[src/rtl/conv_pkg.sv]
// Shared types and configuration for the convolution output path.
package conv_pkg;

   typedef struct packed {
      int unsigned data_width;
      int unsigned feature_map_width;
      int unsigned feature_map_height;
      int unsigned output_nb_channels;
      int unsigned fifo_depth;
      int unsigned energy_width;
   } config_t;

   localparam config_t CFG_DEFAULT = '{
      data_width:         16,
      feature_map_width:  128,
      feature_map_height: 128,
      output_nb_channels: 64,
      fifo_depth:         2,
      energy_width:       32
   };

   localparam int unsigned STRIDE_MAX = 3;

   typedef enum logic [1:0] {
      STRIDE_1 = 2'd0,
      STRIDE_2 = 2'd1,
      STRIDE_4 = 2'd2,
      STRIDE_8 = 2'd3
   } stride_mode_e;

   typedef enum logic [1:0] {
      IDLE  = 2'd0,
      RUN   = 2'd1,
      DRAIN = 2'd2
   } tagger_state_e;

   // Index width that never collapses to zero bits for degenerate sizes.
   function automatic int unsigned clog2_min1(input int unsigned v);
      return (v > 1) ? $clog2(v) : 1;
   endfunction

   typedef struct packed {
      logic signed [CFG_DEFAULT.data_width-1:0]                       data;
      logic [clog2_min1(CFG_DEFAULT.feature_map_width)-1:0]           x;
      logic [clog2_min1(CFG_DEFAULT.feature_map_height)-1:0]          y;
      logic [clog2_min1(CFG_DEFAULT.output_nb_channels)-1:0]          ch;
      logic                                                           last;
   } tag_t;

endpackage

[src/rtl/tag_fifo.sv]
// Small synchronous FIFO of tagged beats; the head entry drives the consumer directly.
module tag_fifo
   import conv_pkg::*;
#(
   parameter type         T     = tag_t,
   parameter int unsigned DEPTH = 2
) (
   input  logic clk,
   input  logic arst,
   input  logic push,
   input  T     push_data,
   input  logic pop,
   output T     head,
   output logic full,
   output logic empty
);

   localparam int unsigned AW = clog2_min1(DEPTH);

   T               mem_q [DEPTH];
   T               mem_d [DEPTH];
   logic [AW:0]    wr_q, wr_d;
   logic [AW:0]    rd_q, rd_d;
   logic           do_push, do_pop;

   always_comb begin
      empty   = (wr_q == rd_q);
      full    = (wr_q[AW] != rd_q[AW]) && (wr_q[AW-1:0] == rd_q[AW-1:0]);
      // A pop in the same cycle frees the slot, so push is legal even when full.
      do_pop  = pop && !empty;
      do_push = push && (!full || pop);
      mem_d   = mem_q;
      wr_d    = wr_q;
      rd_d    = rd_q;
      if (do_push) begin
         mem_d[wr_q[AW-1:0]] = push_data;
         wr_d                = wr_q + (AW+1)'(1);
      end
      if (do_pop) begin
         rd_d = rd_q + (AW+1)'(1);
      end
      head = mem_q[rd_q[AW-1:0]];
   end

   always_ff @(posedge clk or posedge arst) begin
      if (arst) begin
         wr_q <= '0;
         rd_q <= '0;
         for (int unsigned i = 0; i < DEPTH; i++) begin
            mem_q[i] <= '0;
         end
      end else begin
         wr_q  <= wr_d;
         rd_q  <= rd_d;
         mem_q <= mem_d;
      end
   end

endmodule

[src/rtl/conv_output_tagger.sv]
// Tags conv results with (x, y, ch), buffers them with ready/valid flow control
// and accumulates a saturating count of transferred output bits.
module conv_output_tagger
   import conv_pkg::*;
#(
   parameter config_t     cfg = CFG_DEFAULT,
   localparam int unsigned DW  = cfg.data_width,
   localparam int unsigned FMW = cfg.feature_map_width,
   localparam int unsigned FMH = cfg.feature_map_height,
   localparam int unsigned NCH = cfg.output_nb_channels,
   localparam int unsigned EW  = cfg.energy_width,
   localparam int unsigned XW  = clog2_min1(FMW),
   localparam int unsigned YW  = clog2_min1(FMH),
   localparam int unsigned CW  = clog2_min1(NCH)
) (
   input  logic                 clk,
   input  logic                 arst,
   input  logic                 start,
   input  logic [1:0]           conv_stride_mode,
   input  logic [DW-1:0]        in_data,
   input  logic                 in_valid,
   output logic                 in_ready,
   output logic signed [DW-1:0] output_data,
   output logic                 output_valid,
   input  logic                 output_ready,
   output logic [XW-1:0]        output_x,
   output logic [YW-1:0]        output_y,
   output logic [CW-1:0]        output_ch,
   output logic                 output_last,
   output logic                 running,
   output logic                 done,
   output logic [EW-1:0]        energy,
   input  logic                 energy_clear
);

   typedef struct packed {
      logic signed [DW-1:0] data;
      logic [XW-1:0]        x;
      logic [YW-1:0]        y;
      logic [CW-1:0]        ch;
      logic                 last;
   } beat_t;

   tagger_state_e  state_q, state_d;
   stride_mode_e   stride_q, stride_d;
   logic [XW-1:0]  x_q, x_d;
   logic [YW-1:0]  y_q, y_d;
   logic [CW-1:0]  ch_q, ch_d;
   logic           running_q, running_d;
   logic [EW-1:0]  energy_q, energy_d;

   int unsigned    ow, oh;
   logic           x_last, y_last, ch_last, last_beat, accept;
   logic           fifo_full, fifo_empty;
   logic [EW:0]    inc, energy_sum;
   beat_t          push_beat, head_beat;

   tag_fifo #(
      .T     (beat_t),
      .DEPTH (cfg.fifo_depth)
   ) u_fifo (
      .clk       (clk),
      .arst      (arst),
      .push      (accept),
      .push_data (push_beat),
      .pop       (output_ready),
      .head      (head_beat),
      .full      (fifo_full),
      .empty     (fifo_empty)
   );

   always_comb begin
      ow = FMW >> stride_q;
      oh = FMH >> stride_q;
      if (ow == 0) ow = 1;
      if (oh == 0) oh = 1;
      x_last    = (x_q == XW'(ow - 1));
      y_last    = (y_q == YW'(oh - 1));
      ch_last   = (ch_q == CW'(NCH - 1));
      last_beat = x_last && y_last && ch_last;

      // in_ready depends only on registered state, never on output_ready.
      in_ready  = (state_q == RUN) && !fifo_full;
      accept    = in_valid && in_ready;
      push_beat = '{data: in_data, x: x_q, y: y_q, ch: ch_q, last: last_beat};

      state_d   = state_q;
      stride_d  = stride_q;
      x_d       = x_q;
      y_d       = y_q;
      ch_d      = ch_q;
      running_d = running_q;
      done      = 1'b0;

      case (state_q)
         IDLE: begin
            if (start) begin
               stride_d  = stride_mode_e'(conv_stride_mode);
               x_d       = '0;
               y_d       = '0;
               ch_d      = '0;
               running_d = 1'b1;
               state_d   = RUN;
            end
         end
         RUN: begin
            if (accept) begin
               if (!ch_last) begin
                  ch_d = ch_q + CW'(1);
               end else begin
                  ch_d = '0;
                  if (!x_last) begin
                     x_d = x_q + XW'(1);
                  end else begin
                     x_d = '0;
                     y_d = y_last ? '0 : y_q + YW'(1);
                  end
               end
               if (last_beat) state_d = DRAIN;
            end
         end
         DRAIN: begin
            if (fifo_empty) begin
               done      = 1'b1;
               running_d = 1'b0;
               state_d   = IDLE;
            end
         end
         default: state_d = IDLE;
      endcase

      output_valid = !fifo_empty;
      output_data  = head_beat.data;
      output_x     = head_beat.x;
      output_y     = head_beat.y;
      output_ch    = head_beat.ch;
      output_last  = head_beat.last;
      running      = running_q;
      energy       = energy_q;

      inc        = (output_valid && output_ready) ? (EW+1)'(DW) : '0;
      energy_sum = {1'b0, energy_q} + inc;
      if (energy_clear) begin
         energy_d = inc[EW-1:0];
      end else begin
         energy_d = energy_sum[EW] ? '1 : energy_sum[EW-1:0];
      end
   end

   always_ff @(posedge clk or posedge arst) begin
      if (arst) begin
         state_q   <= IDLE;
         stride_q  <= STRIDE_1;
         x_q       <= '0;
         y_q       <= '0;
         ch_q      <= '0;
         running_q <= 1'b0;
         energy_q  <= '0;
      end else begin
         state_q   <= state_d;
         stride_q  <= stride_d;
         x_q       <= x_d;
         y_q       <= y_d;
         ch_q      <= ch_d;
         running_q <= running_d;
         energy_q  <= energy_d;
      end
   end

endmodule

[config.mk]
export PLATFORM = sky130hd
export DESIGN_NAME = conv_output_tagger
export DESIGN_NICKNAME = d
export VERILOG_FILES = /design/src/rtl/conv_pkg.sv /design/src/rtl/tag_fifo.sv /design/src/rtl/conv_output_tagger.sv
export SDC_FILE = /design/constraint.sdc
export NUM_CORES = 1
export LEC_CHECK = 0
export ABC_AREA = 1
export CAP_MARGIN = 10
export CORE_MARGIN = 2
export CORE_UTILIZATION = 25
export DETAILED_ROUTE_END_ITERATION = 6
export PLACE_DENSITY = 0.45
export SLEW_MARGIN = 40
export SYNTH_ARGS = -nofsm -noshare
export SYNTH_HDL_FRONTEND = slang
export SYNTH_SLANG_ARGS = --single-unit
[constraint.sdc]
create_clock -name clk -period 5 [get_ports clk]
set_clock_uncertainty 0.1 [all_clocks]
set_input_delay 1 -clock clk [delete_from_list [all_inputs] [get_ports clk]]
set_output_delay 1 -clock clk [all_outputs]
set_load 0.02 [all_outputs]
After elaboration in Yosys (flattened, before gate mapping)
Cells that the tools add are included.

cells by class
  $add $sub $neg = 7
  magnitude comparators = 3
  equal/unequal tests = 14
  shifts and indexed selects = 1
  mux-type cells = 34
  bitwise operators = 2
  reduce and logical (&&, ||, !) cells = 21

operators with widths
  cell                    number
  $mux W37                4
  $bwmux W74              1
  $mux W32                2
  $mux W7                 9
  $demux W37 S1           1
  $add A32 B5 Y33         1
  $logic_not A32 Y1       1
  $shr A8 B2 Y32 const A  1
  $pmux W7 S2             2
  $mux W6                 3
  $add A7 B1 Y7 const B   2
  $eq A7 B7 Y1            2
  $pmux W6 S2             1
  $ne A2 B2 Y1 const B    5
  $logic_and A1 B1 Y1     8
  $mux W2                 4
  $reduce_and A4 Y1       2
  $sub A7 B1 Y7 const B   1
  $add A6 B1 Y6 const B   1
  $eq A6 B6 Y1 const B    1
  $pmux W2 S3             1
  $reduce_and A3 Y1       2
  $mux W5                 1
  $reduce_and A5 Y1       1
  other kinds (17)        25

word-level totals
  bits in registers = 135
  input bits = 24
  output and inout bits = 73
  word-level logic and storage cells = 101

Logic depth before layout (Yosys ltp)
Gate-level depths: netlist (run 1).

  depth in word-level cells = 10
  gate-level depth with buffers = 15

Cells and area by module
From an unflattened synthesis (run 1), not the netlist that was laid out.

unflattened totals
  cell total of the unflattened synthesis = 943
  area total of the unflattened synthesis = 7120.6 µm²

by module, submodules not included
  module              times used  cells an instance  area an instance (µm²)  sequential area each (µm²)
  tag_fifo            1           485                3747.3                  1951.9
  conv_output_tagger  1           458                3373.2                  1351.3

Worst setup path before layout (run 1)
No wires, ideal clock.

  path type = input -> register
  start point = input output_ready
  end point = register energy_q[20], in the netlist energy[20]
  library setup time = 0.063 ns
  arrival = 2.501 ns
  slack = 2.336 ns
  stages = 13
  path buffers = 1
  path through = nand2_1 > inv_1 > ha_1 > ha_1 > inv_1 > nor2_1 > inv_1 > nor2_1 > nand2_1 > clkbuf_1 > nand3_1 > nand2_1 > inv_1

on the way
  word-level cells in the longest chain between the ends = 5

RTL lines
  what                  RTL line                   source
  start, declared       conv_output_tagger.sv:25   input logic output_ready,
  $logic_and A1 B1 Y1   --
  net u_fifo.do_pop     tag_fifo.sv:24             logic do_push, do_pop;
  $mux W5               conv_output_tagger.sv:141  inc = (output_valid && output_ready) ? (EW+1)'(DW) : '0;
  $add A32 B5 Y33       conv_output_tagger.sv:142  energy_sum = {1'b0, energy_q} + inc;
  $mux W32              conv_output_tagger.sv:146  energy_d = energy_sum[EW] ? '1 : energy_sum[EW-1:0];
  $mux W32              conv_output_tagger.sv:143  if (energy_clear) begin
  net energy_d[20]      conv_output_tagger.sv:50   logic [EW-1:0] energy_q, energy_d;
  end signal, assigned  conv_output_tagger.sv:166  energy_q <= energy_d;
  end, declared         conv_output_tagger.sv:50

The timed path passes the listed nets, and every way through them passes these cells.
A chain may end at the register's enable or synchronous reset.

Worst setup path in the final report (run 1)
  start point = register u_fifo.rd_q[0]
  end point = output output_y[6]

on the way
  word-level cells in the longest chain between the ends = 4

RTL lines
  what                                          RTL line                  source
  start, declared                               tag_fifo.sv:23            logic [AW:0] rd_q, rd_d;
  start signal, assigned                        tag_fifo.sv:54            rd_q <= rd_d;
  $not A1 Y2 (not written as such)              tag_fifo.sv:42            head = mem_q[rd_q[AW-1:0]];
  $mux W37 (not written as such) (3 in series)  tag_fifo.sv:42
  end, declared                                 conv_output_tagger.sv:27  output logic [YW-1:0] output_y,

No other way between the ends. The select of a mux whose other input is x is not followed.

==> results of run 1 <==
-- how the worst max path moves through the flow --
stage | from | end | slack (ns) | cells past startpoint
CTS | u_fifo.rd_q[0]$_DFFE_PP0N_ | output_y[6] | 1.44 | 4
global route | u_fifo.rd_q[0]$_DFFE_PP0N_ | output_data[0] | 1.35 | 4
finish | u_fifo.rd_q[0]$_DFFE_PP0N_ | output_y[6] | 1.52 | 4
floorplan | arst | ch_q[0]$_DFFE_PP0P_ | 0.37 | 1
detailed placement | output_ready | energy[24]$_DFF_PP0_ | 1.43 | 14
global placement | output_ready | energy[29]$_DFF_PP0_ | 1.50 | 14
-- power breakdown --
group          internal (W)  switching (W)
logic              0.000561       0.000970
registers           0.00134       0.000149
clock network      0.000756       0.000476
-- cell type report --
class | count | area (sq um)
timing repair buffer | 102 | 1020
clock inverter | 10 | 106
clock buffer | 22 | 464
fill | 2776 | 17500
inverter | 103 | 394
sequential | 132 | 3300
multi-input combinational | 600 | 2710
tap | 335 | 419
-- tightest hold or removal path, cell delays in order (launching register included) --
cell and delay [ns]:
dfrtp_1 0.34, nand2_1 0.05, nand2_1 0.05
-- routing by layer --
metal / routed length (microns) / GRT usage, % / up-vias / part of all wire (%)
met1: 8760 / 18.1 / 2598 / 49
met2: 8400 / 22.0 / 109 / 47
li1: - / - / 2909 / -
met5: 0 / 0 / - / 0
met4: 108 / 3.06 / 0 / 0.60
met3: 589 / 3.05 / 6 / 3.3
-- registers in the layout (all words and copies together), names as in the netlist --
| name | flops |
|---|---|
| y_q | 7 |
| u_fifo.rd_q | 2 |
| ch_q | 6 |
| running | 1 |
| state_q | 2 |
| energy | 29 |
| x_q | 7 |
| u_fifo.wr_q | 2 |
| u_fifo.mem_q | 74 |
| stride_q | 2 |
-- placed cells by master, fill, tap and decap left out, types with 3 or more instances in the layout --
cell             instances
ha_1                     6
nor3_1                  13
inv_1                  101
dfrtp_1                131
a31oi_1                  3
xnor2_1                  6
xor2_1                  12
o21ai_0                108
clkinv_2                 6
nand3b_1                 4
nand2_1                307
nor2_1                  61
clkbuf_16               17
clkbuf_1                 3
a21oi_1                 13
o21ai_1                  6
clkdlybuf4s50_1         96
nand4_1                 10
nand3_1                 42
buf_4                    5
-- logic make-up (layout without fill, tap and decap cells) --
kind of cell	count (synthesis)	count (layout)	share of synthesized area [%]
simple gates	444	444	27.6
buf+inv	137	237	8.38
compound gates	132	132	10.2
flops	132	132	50.3
xor+xnor	18	18	2.40
fa+ha+maj	6	6	1.14
-- per-stage QoR --
stage          worst slack [ns]  cells  area [sq um]  power [W]  hold WS, ns
6_report                   1.52   1304          8420    0.00426        0.373
4_1_cts                    1.44   1304          8420    0.00433        0.381
5_1_grt                    1.35   1304          8420    0.00457        0.399
2_1_floorplan             0.374    869          6570    0.00246        0.349
3_3_place_gp               1.50   1272          7850    0.00306        0.363
3_5_place_dp               1.43   1272          7850    0.00307        0.365
==> metrics.md, run 1 <==
| Metric | Value |
|---|---|
| Crit-path slowest cell | clkdlybuf4s50_1 |
| Setup CP Type | reg -> out |
| CTS tree | done |
| Synth Flop Type | dfrtp_1 |
| Worst Path Arrival | 2.38 ns |
| Setup slack, reg-to-reg | 1.88 ns |
| Setup Buffers After CTS | 0 |
| Final Hold Viols | 0 |
| Hold Path Class | reg -> reg |
| # setup viols final | 0 |
| Vias in the first global route | 5697 |
| Critical Path RT | 3.90 ns |
| Most common cell in the synthesized netlist | nand2_1 |
| Post-DP HPWL | 12200 microns |
| Peak VDD IR | 0.000218 V |
| DR DRC count | 0 |
| Share of cells above drive strength 1 | 4.64% |
| Crit Reg-Reg Endpoint | energy[24]$_DFF_PP0_ |
| Initial drt markers | 380 |
| First-pass GRT wire length | 29800 microns |
| Drt via density | 4.31 |
| Hold Buf Count CTS | 0 |
| Area delta synth->final | 28.2% |
| NumNets Final | 986 |
| RSZ-0062 raised after global routing | false |
| Max-slew headroom | 48.5% |
| Ys async rst share | 100% |
| Top Family by Delay on Critical Path | buffers and inverters |
| Area leader, netlist | dfrtp_1 |
| Number of flops mapped to enable cells by yosys | 0 |
| Max incr delay on CP | 0.68 ns |
| Row cnt | 59 |
| Leak Pwr | 3.78 nW |
| Status | complete, no violations |
| Grt ovf | 0 |
| Die Y | 166 microns |
| Die area | 27600 sq um |
| PwrDens | 505 nW/um^2 |
| R2R cell count | 15 |
| Htree depth | 4 |
| Largest net degree at the start of global routing | 88 |
| Cell count after synthesis | 869 |
| Fin util | 32.5% |
| Hold Crit Endpoint | u_fifo.mem_q[13]$_DFFE_PP0P_ |
| Syn Nets | 899 |
| Reg2Reg Launch Point | u_fifo.wr_q[1]$_DFFE_PP0P_ |
| Clock latency on the worst-skew pair | 0.42 ns |
| Overall Global Routing Usage | 13.4% |
| Boundary Pins | 97 |
| Clk pin slew, worst setup/hold paths | 0.06 ns |
| Final Wtd Congestion | 0.821 |
| Max-cap viol count | 0 |
| Synth cell types | 28 |
| Via Count | 5622 |
| Worst-Margin Slew | 0.772 ns |
| Register area share after synthesis | 50.3% |
| DR WL/cell | 13.7 microns |
| Maximum root-to-sink buffer count | 2 |
| Critical path, cell by cell | buf_4, nand2_1, o21ai_0, clkdlybuf4s50_1 |
| Bufs and invs on worst path | 2 |
| Synth warn | 0 |
| Fmax | 287 MHz |
| Cts bufs inserted | 17 |
| Initial core utilization | 25.3% |
| Crit start category | register |
| Final Cycle Share | 69.7% |
| Fin crit period | 3.48 ns |
| CTS Sinks | 132 |
| # diodes | 0 |
| Mean Syn Cell Area | 7.56 sq um |
| DRT Wirelength | 17900 microns |
| Crit end category | primary output |
| Setup_tns | 0 ns |
| # port buffers | 96 |
| Post-synth top cells | nand2_1 (307), dfrtp_1 (132), o21ai_0 (108) |
| Drt pass-1 iters | 4 |
| Core area | 25900 sq um |
| Critical hold path startpoint | u_fifo.mem_q[13]$_DFFE_PP0P_ |
| Fin. max-slew vios | 0 |
| Synthesized area | 6570 sq um |
| Antenna violations before repair | 0 |
| Largest cells by area after synthesis | dfrtp_1 (50%), nand2_1 (18%), o21ai_0 (8.2%) |
| Number of synthesized register bits | 132 |
| CTS resizes | 0 |
| Top cell type's share of synthesized area | 50.3% |
| Antenna Nets Post-Route | 0 |
| Max FO, Critical Path | 75 |
| Die width | 166 microns |
| Root Buffer | clkbuf_16 |
| Hold path cells | 2 |
Power figures use the tool's default switching activity.
==> run 2: changes to the inputs <==
- PLACE_DENSITY: 0.45 -> 0.46
- clock period: 5 -> 3.1 ns (I/O delays scaled with it)
==> run 2 against run 1 <==
Clock power is 70% higher. First-iteration DRC count is 2.1% lower. Sequential share of layout area is 0.65 points lower. Cell count is 0.77% higher. Setup slack worse by 1.3 ns. Power is 66% higher. Hold slack better by 0.0068 ns. Largest power group unchanged.
==> metrics.md, run 2 (same netlist as run 1, synthesis figures left out) <==
| Metric | Value |
|---|---|
| Setup Buffers After CTS | 0 |
| Initial drt markers | 372 |
| DR WL/cell | 13.7 microns |
| Worst Path Arrival | 2.20 ns |
| First-pass GRT wire length | 30100 microns |
| Setup_tns | 0 ns |
| Crit end category | primary output |
| Leak Pwr | 3.84 nW |
| Setup slack, reg-to-reg | 0.37 ns |
| Area delta synth->final | 30.4% |
| Overall Global Routing Usage | 13.6% |
| Antenna violations before repair | 0 |
| Die area | 27600 sq um |
| Clk pin slew, worst setup/hold paths | 0.06 ns |
| Row cnt | 59 |
| Final Wtd Congestion | 0.864 |
| Max-slew headroom | 61.0% |
| RSZ-0062 raised after global routing | false |
| DRT Wirelength | 18000 microns |
| Max FO, Critical Path | 4 |
| Drt via density | 4.37 |
| Critical path, cell by cell | xnor2_1, nand2b_1, buf_4, nor2_1, clkdlybuf4s50_1 |
| # diodes | 0 |
| Most frequent cells in the layout | nand2_1 (307), dfrtp_1 (131), o21ai_0 (108) |
| Commonest non-fill, non-tap cell in the layout | nand2_1 |
| Fin util | 33.0% |
| Critical path depth in cells | 5 |
| Hold path cells | 2 |
| Setup WS post-layout | 0.176 ns |
| Vias in the first global route | 5677 |
| Top Family by Delay on Critical Path | buffers and inverters |
| Peak VDD IR | 0.000332 V |
| Grt ovf | 0 |
| Clock latency on the worst-skew pair | 0.42 ns |
| Die width | 166 microns |
| R2R cell count | 15 |
| Initial core utilization | 25.3% |
| Fin. max-slew vios | 0 |
| Status | complete, no violations |
| Via Count | 5742 |
| Bufs and invs on worst path | 2 |
| DR DRC count | 0 |
| Final Cycle Share | 94.3% |
| CTS resizes | 0 |
| Core area | 25900 sq um |
| Pwr Total | 0.00705 W |
| Crit start category | register |
| Drt pass-1 iters | 4 |
| Largest net degree at the start of global routing | 76 |
| Setup CP Type | reg -> out |
| Critical Path RT | 2.38 ns |
| PwrDens | 823 nW/um^2 |
| Htree depth | 4 |
| Pre-CTS setup slack | 0.119 ns |
| Max reg flops | 74 |
| Worst-Margin Slew | 0.585 ns |
| Maximum root-to-sink buffer count | 2 |
| Max-cap viol count | 0 |
| Filler cell count in the final layout | 2739 |
| Boundary Pins | 97 |
| Root Buffer | clkbuf_16 |
| # setup viols final | 0 |
| Share of cells above drive strength 1 | 5.92% |
| NumNets Final | 996 |
| Hold Buf Count CTS | 0 |
| Cts bufs inserted | 17 |
| Final Hold Viols | 0 |
| CTS tree | done |
| Fmax | 342 MHz |
| Post-DP HPWL | 12600 microns |
| # port buffers | 96 |
| Fin crit period | 2.92 ns |
| Die Y | 166 microns |
| CTS Sinks | 132 |
| Largest Register | u_fifo.mem_q |
| Antenna Nets Post-Route | 0 |
| Max incr delay on CP | 0.61 ns |
| Hold Path Class | reg -> reg |
| Crit-path slowest cell | clkdlybuf4s50_1 |
## run 2: layer usage
| layer | GRT usage [%] | routed length (microns) |
|---|---|---|
| met5 | 0 | 0 |
| met4 | 3.63 | 226 |
| met3 | 3.07 | 558 |
| met2 | 22.2 | 8540 |
| met1 | 18.2 | 8650 |
## run 2: metrics by stage
stage / area, sq um / cells / hold WS (ns)
floorplan: 6570 / 869 / 0.349
global placement: 7960 / 1282 / 0.363
detailed placement: 7960 / 1282 / 0.365
CTS: 8560 / 1314 / 0.382
global route: 8560 / 1314 / 0.392
finish: 8560 / 1314 / 0.380
## run 2: power breakdown
part           switching, W  internal [W]
clock network      0.000824       0.00127
registers          0.000241       0.00217
logic               0.00158      0.000962
## run 2: area by class of cell
| cell class | count | area, sq um | share of cell area (%) |
|---|---|---|---|
| Clock buffer | 17 | 425 | 4.97 |
| Clock inverter | 15 | 179 | 2.09 |
| Multi-Input combinational cell | 600 | 2710 | 31.7 |
| Sequential cell | 132 | 3300 | 38.6 |
| Timing Repair Buffer | 112 | 1130 | 13.2 |
| Inverter | 103 | 390 | 4.56 |
| Tap cell | 335 | 419 | 4.89 |
## run 2: final timing paths
path                                              startpoint                           end
min in group asynchronous                               arst  u_fifo.mem_q[73]$_DFFE_PP0P_
worst min-delay path            u_fifo.mem_q[28]$_DFFE_PP0P_  u_fifo.mem_q[28]$_DFFE_PP0P_
max in group asynchronous                               arst          energy[29]$_DFF_PP0_
worst max-delay path              u_fifo.wr_q[0]$_DFFE_PP0P_                          done
worst min register to register  u_fifo.mem_q[28]$_DFFE_PP0P_  u_fifo.mem_q[28]$_DFFE_PP0P_
worst max register to register    u_fifo.wr_q[1]$_DFFE_PP0P_          energy[23]$_DFF_PP0_
## run 2: worst reg2reg max path: stages, from the launching register on
cell and delay [ns]:
dfrtp_1 0.40, xor2_1 0.26, nand2b_1 0.18, nand2_1 0.08, inv_1 0.13, ha_1 0.23
ha_1 0.19, inv_1 0.05, nor2_1 0.13, inv_1 0.07, nor2_1 0.15, nand2_1 0.22
buf_4 0.28, nand3_1 0.11, nand2_1 0.05, inv_1 0.07
==> run 3: changes to the inputs <==
- CAP_MARGIN: 10 -> default
- CELL_PAD_IN_SITES_DETAIL_PLACEMENT: default -> 0
- CELL_PAD_IN_SITES_GLOBAL_PLACEMENT: default -> 1
- CTS_CLUSTER_DIAMETER: default -> 200
- PLACE_DENSITY: 0.46 -> 0.59
==> run 3 against run 2 <==
Final area down 0.63%. Global-route usage is 0.44 points higher. Hold slack got worse by 0.0024 ns.
==> metrics.md, run 3 (same netlist as run 1, synthesis figures left out) <==
| Metric | Value |
|---|---|
| DRT Wirelength | 18600 microns |
| Clock latency on the worst-skew pair | 0.43 ns |
| CTS Sinks | 132 |
| Initial drt markers | 405 |
| Fin crit period | 2.91 ns |
| Drt via density | 4.33 |
| Crit Reg-Reg Endpoint | energy[26]$_DFF_PP0_ |
| Crit end category | primary output |
| Status | complete, no violations |
| Hold Buf Count CTS | 0 |
| # diodes | 0 |
| Final Hold Viols | 0 |
| Critical path, cell by cell | buf_12, o21ai_0, clkdlybuf4s50_1 |
| Max reg flops | 74 |
| Largest Register | u_fifo.mem_q |
| Post-DP HPWL | 12800 microns |
| CTS resizes | 0 |
| Bufs and invs on worst path | 2 |
| Antenna violations before repair | 0 |
| First-pass GRT wire length | 30900 microns |
| Max-slew headroom | 57.0% |
| DR WL/cell | 14.1 microns |
| NumNets Final | 996 |
| Share of cells above drive strength 1 | 5.82% |
| Die Y | 166 microns |
| Max incr delay on CP | 0.69 ns |
| Fin. max-slew vios | 0 |
| Crit start category | register |
| Worst Path Arrival | 2.19 ns |
| # setup viols final | 0 |
| Peak VDD IR | 0.000365 V |
| Placed Area | 7960 sq um |
| Design area | 8510 sq um |
| Area delta synth->final | 29.6% |
| Setup_tns | 0 ns |
| Via Count | 5688 |
| # port buffers | 96 |
| Final Cycle Share | 93.8% |
| Final Wtd Congestion | 0.799 |
| Leak Pwr | 3.81 nW |
| Die width | 166 microns |
| Cts bufs inserted | 17 |
| DR DRC count | 0 |
| Overall Global Routing Usage | 14.0% |
| Maximum root-to-sink buffer count | 2 |
| Setup slack, reg-to-reg | 0.40 ns |
| Boundary Pins | 97 |
| Fin cells | 1314 |
| Hold Crit Endpoint | u_fifo.mem_q[27]$_DFFE_PP0P_ |
| Drt pass-1 iters | 4 |
| Max FO, Critical Path | 75 |
| RSZ-0062 raised after global routing | false |
| Grt ovf | 0 |
| Critical hold path startpoint | u_fifo.mem_q[27]$_DFFE_PP0P_ |
| Critical Path RT | 2.38 ns |
| Placed cell count | 1282 |
| PwrDens | 806 nW/um^2 |
| Hold Path Class | reg -> reg |
| Largest net degree at the start of global routing | 76 |
| Most frequent cells in the layout | nand2_1 (307), dfrtp_1 (131), o21ai_0 (108) |
| Initial core utilization | 25.3% |
| Commonest non-fill, non-tap cell in the layout | nand2_1 |
| Core area | 25900 sq um |
| Row cnt | 59 |
| Crit-path slowest cell | clkdlybuf4s50_1 |
| Fmax | 344 MHz |
| Worst-Margin Slew | 0.644 ns |
| Die area | 27600 sq um |
| Top Family by Delay on Critical Path | buffers and inverters |
| Clk pin slew, worst setup/hold paths | 0.06 ns |
| Reg2Reg Launch Point | u_fifo.wr_q[1]$_DFFE_PP0P_ |
| Hold path cells | 2 |
| Max-cap viol count | 0 |
| Setup CP Type | reg -> out |
| Root Buffer | clkbuf_16 |
| Setup Buffers After CTS | 0 |
| Pwr Total | 0.00686 W |
| Htree depth | 4 |
| Antenna Nets Post-Route | 0 |
| CTS tree | done |
| Vias in the first global route | 5899 |
| R2R cell count | 15 |
run 3: cell types whose count changed in the layout (fill, tap and decap cells not counted), sizes merged:
| cell | previous run | this run |
|---|---|---|
| clkbuf | 17 | 21 |
| inv | 106 | 102 |
| bufinv | 3 | 0 |
| clkinv | 4 | 7 |
run 3: metal layers:
| metal | vias up | part of all wire (%) | global-route usage (%) |
|---|---|---|---|
| met3 | 16 | 2.9 | 2.91 |
| met2 | 78 | 48 | 23.9 |
| met4 | 0 | 1.1 | 3.86 |
| li1 | 2929 | - | - |
| met1 | 2665 | 48 | 18.0 |
| met5 | - | 0 | 0 |
run 3: report_power, final:
group          switching [W]  internal [W]  total, W
sequential          0.000239       0.00217   0.00241
combinational        0.00159      0.000974   0.00257
clock               0.000804       0.00109   0.00189
run 3: area by class of cell:
class	instances	area [sq um]
fillers	2765	17400
inverters	103	390
clock inverters	11	80.1
flip-flops and latches	132	3300
repair buffers	112	1130
clock buffers	21	470
well taps	335	419
multi-input cells	600	2710
run 3: stage by stage:
step / utilization [%] / hold WS [ns] / worst slack, ns
after global routing: 32.8 / 0.393 / 0.0632
final: 32.8 / 0.378 / 0.194
after CTS: 32.8 / 0.381 / 0.0858
after detailed placement: 30.7 / 0.365 / 0.164
after global placement: 30.7 / 0.362 / 0.250
after floorplan: - / 0.349 / 0.459
run 3: worst reg2reg max path, stage by stage, from the launching register on:
cell and delay (ns):
dfrtp_1 0.40, xor2_1 0.26, nand2b_1 0.18, nand2_1 0.07, inv_1 0.08, ha_1 0.21
ha_1 0.19, inv_1 0.04, nor2_1 0.13, inv_1 0.07, nor2_1 0.15, nand2_1 0.24
buf_4 0.29, nand3_1 0.11, nand2_1 0.05, inv_1 0.07
run 3: worst max path at each step:
stage                               startpoint                    to  slack [ns]  cells after the start
floorplan           u_fifo.wr_q[1]$_DFFE_PP0P_  energy[20]$_DFF_PP0_        0.46                     15
global placement                  output_ready  energy[25]$_DFF_PP0_        0.25                     14
detailed placement                output_ready  energy[26]$_DFF_PP0_        0.16                     14
CTS                 u_fifo.rd_q[0]$_DFFE_PP0N_           output_y[2]        0.09                      3
global route        u_fifo.wr_q[0]$_DFFE_PP0P_                  done        0.06                      5
finish              u_fifo.rd_q[0]$_DFFE_PP0N_           output_y[2]        0.19                      3
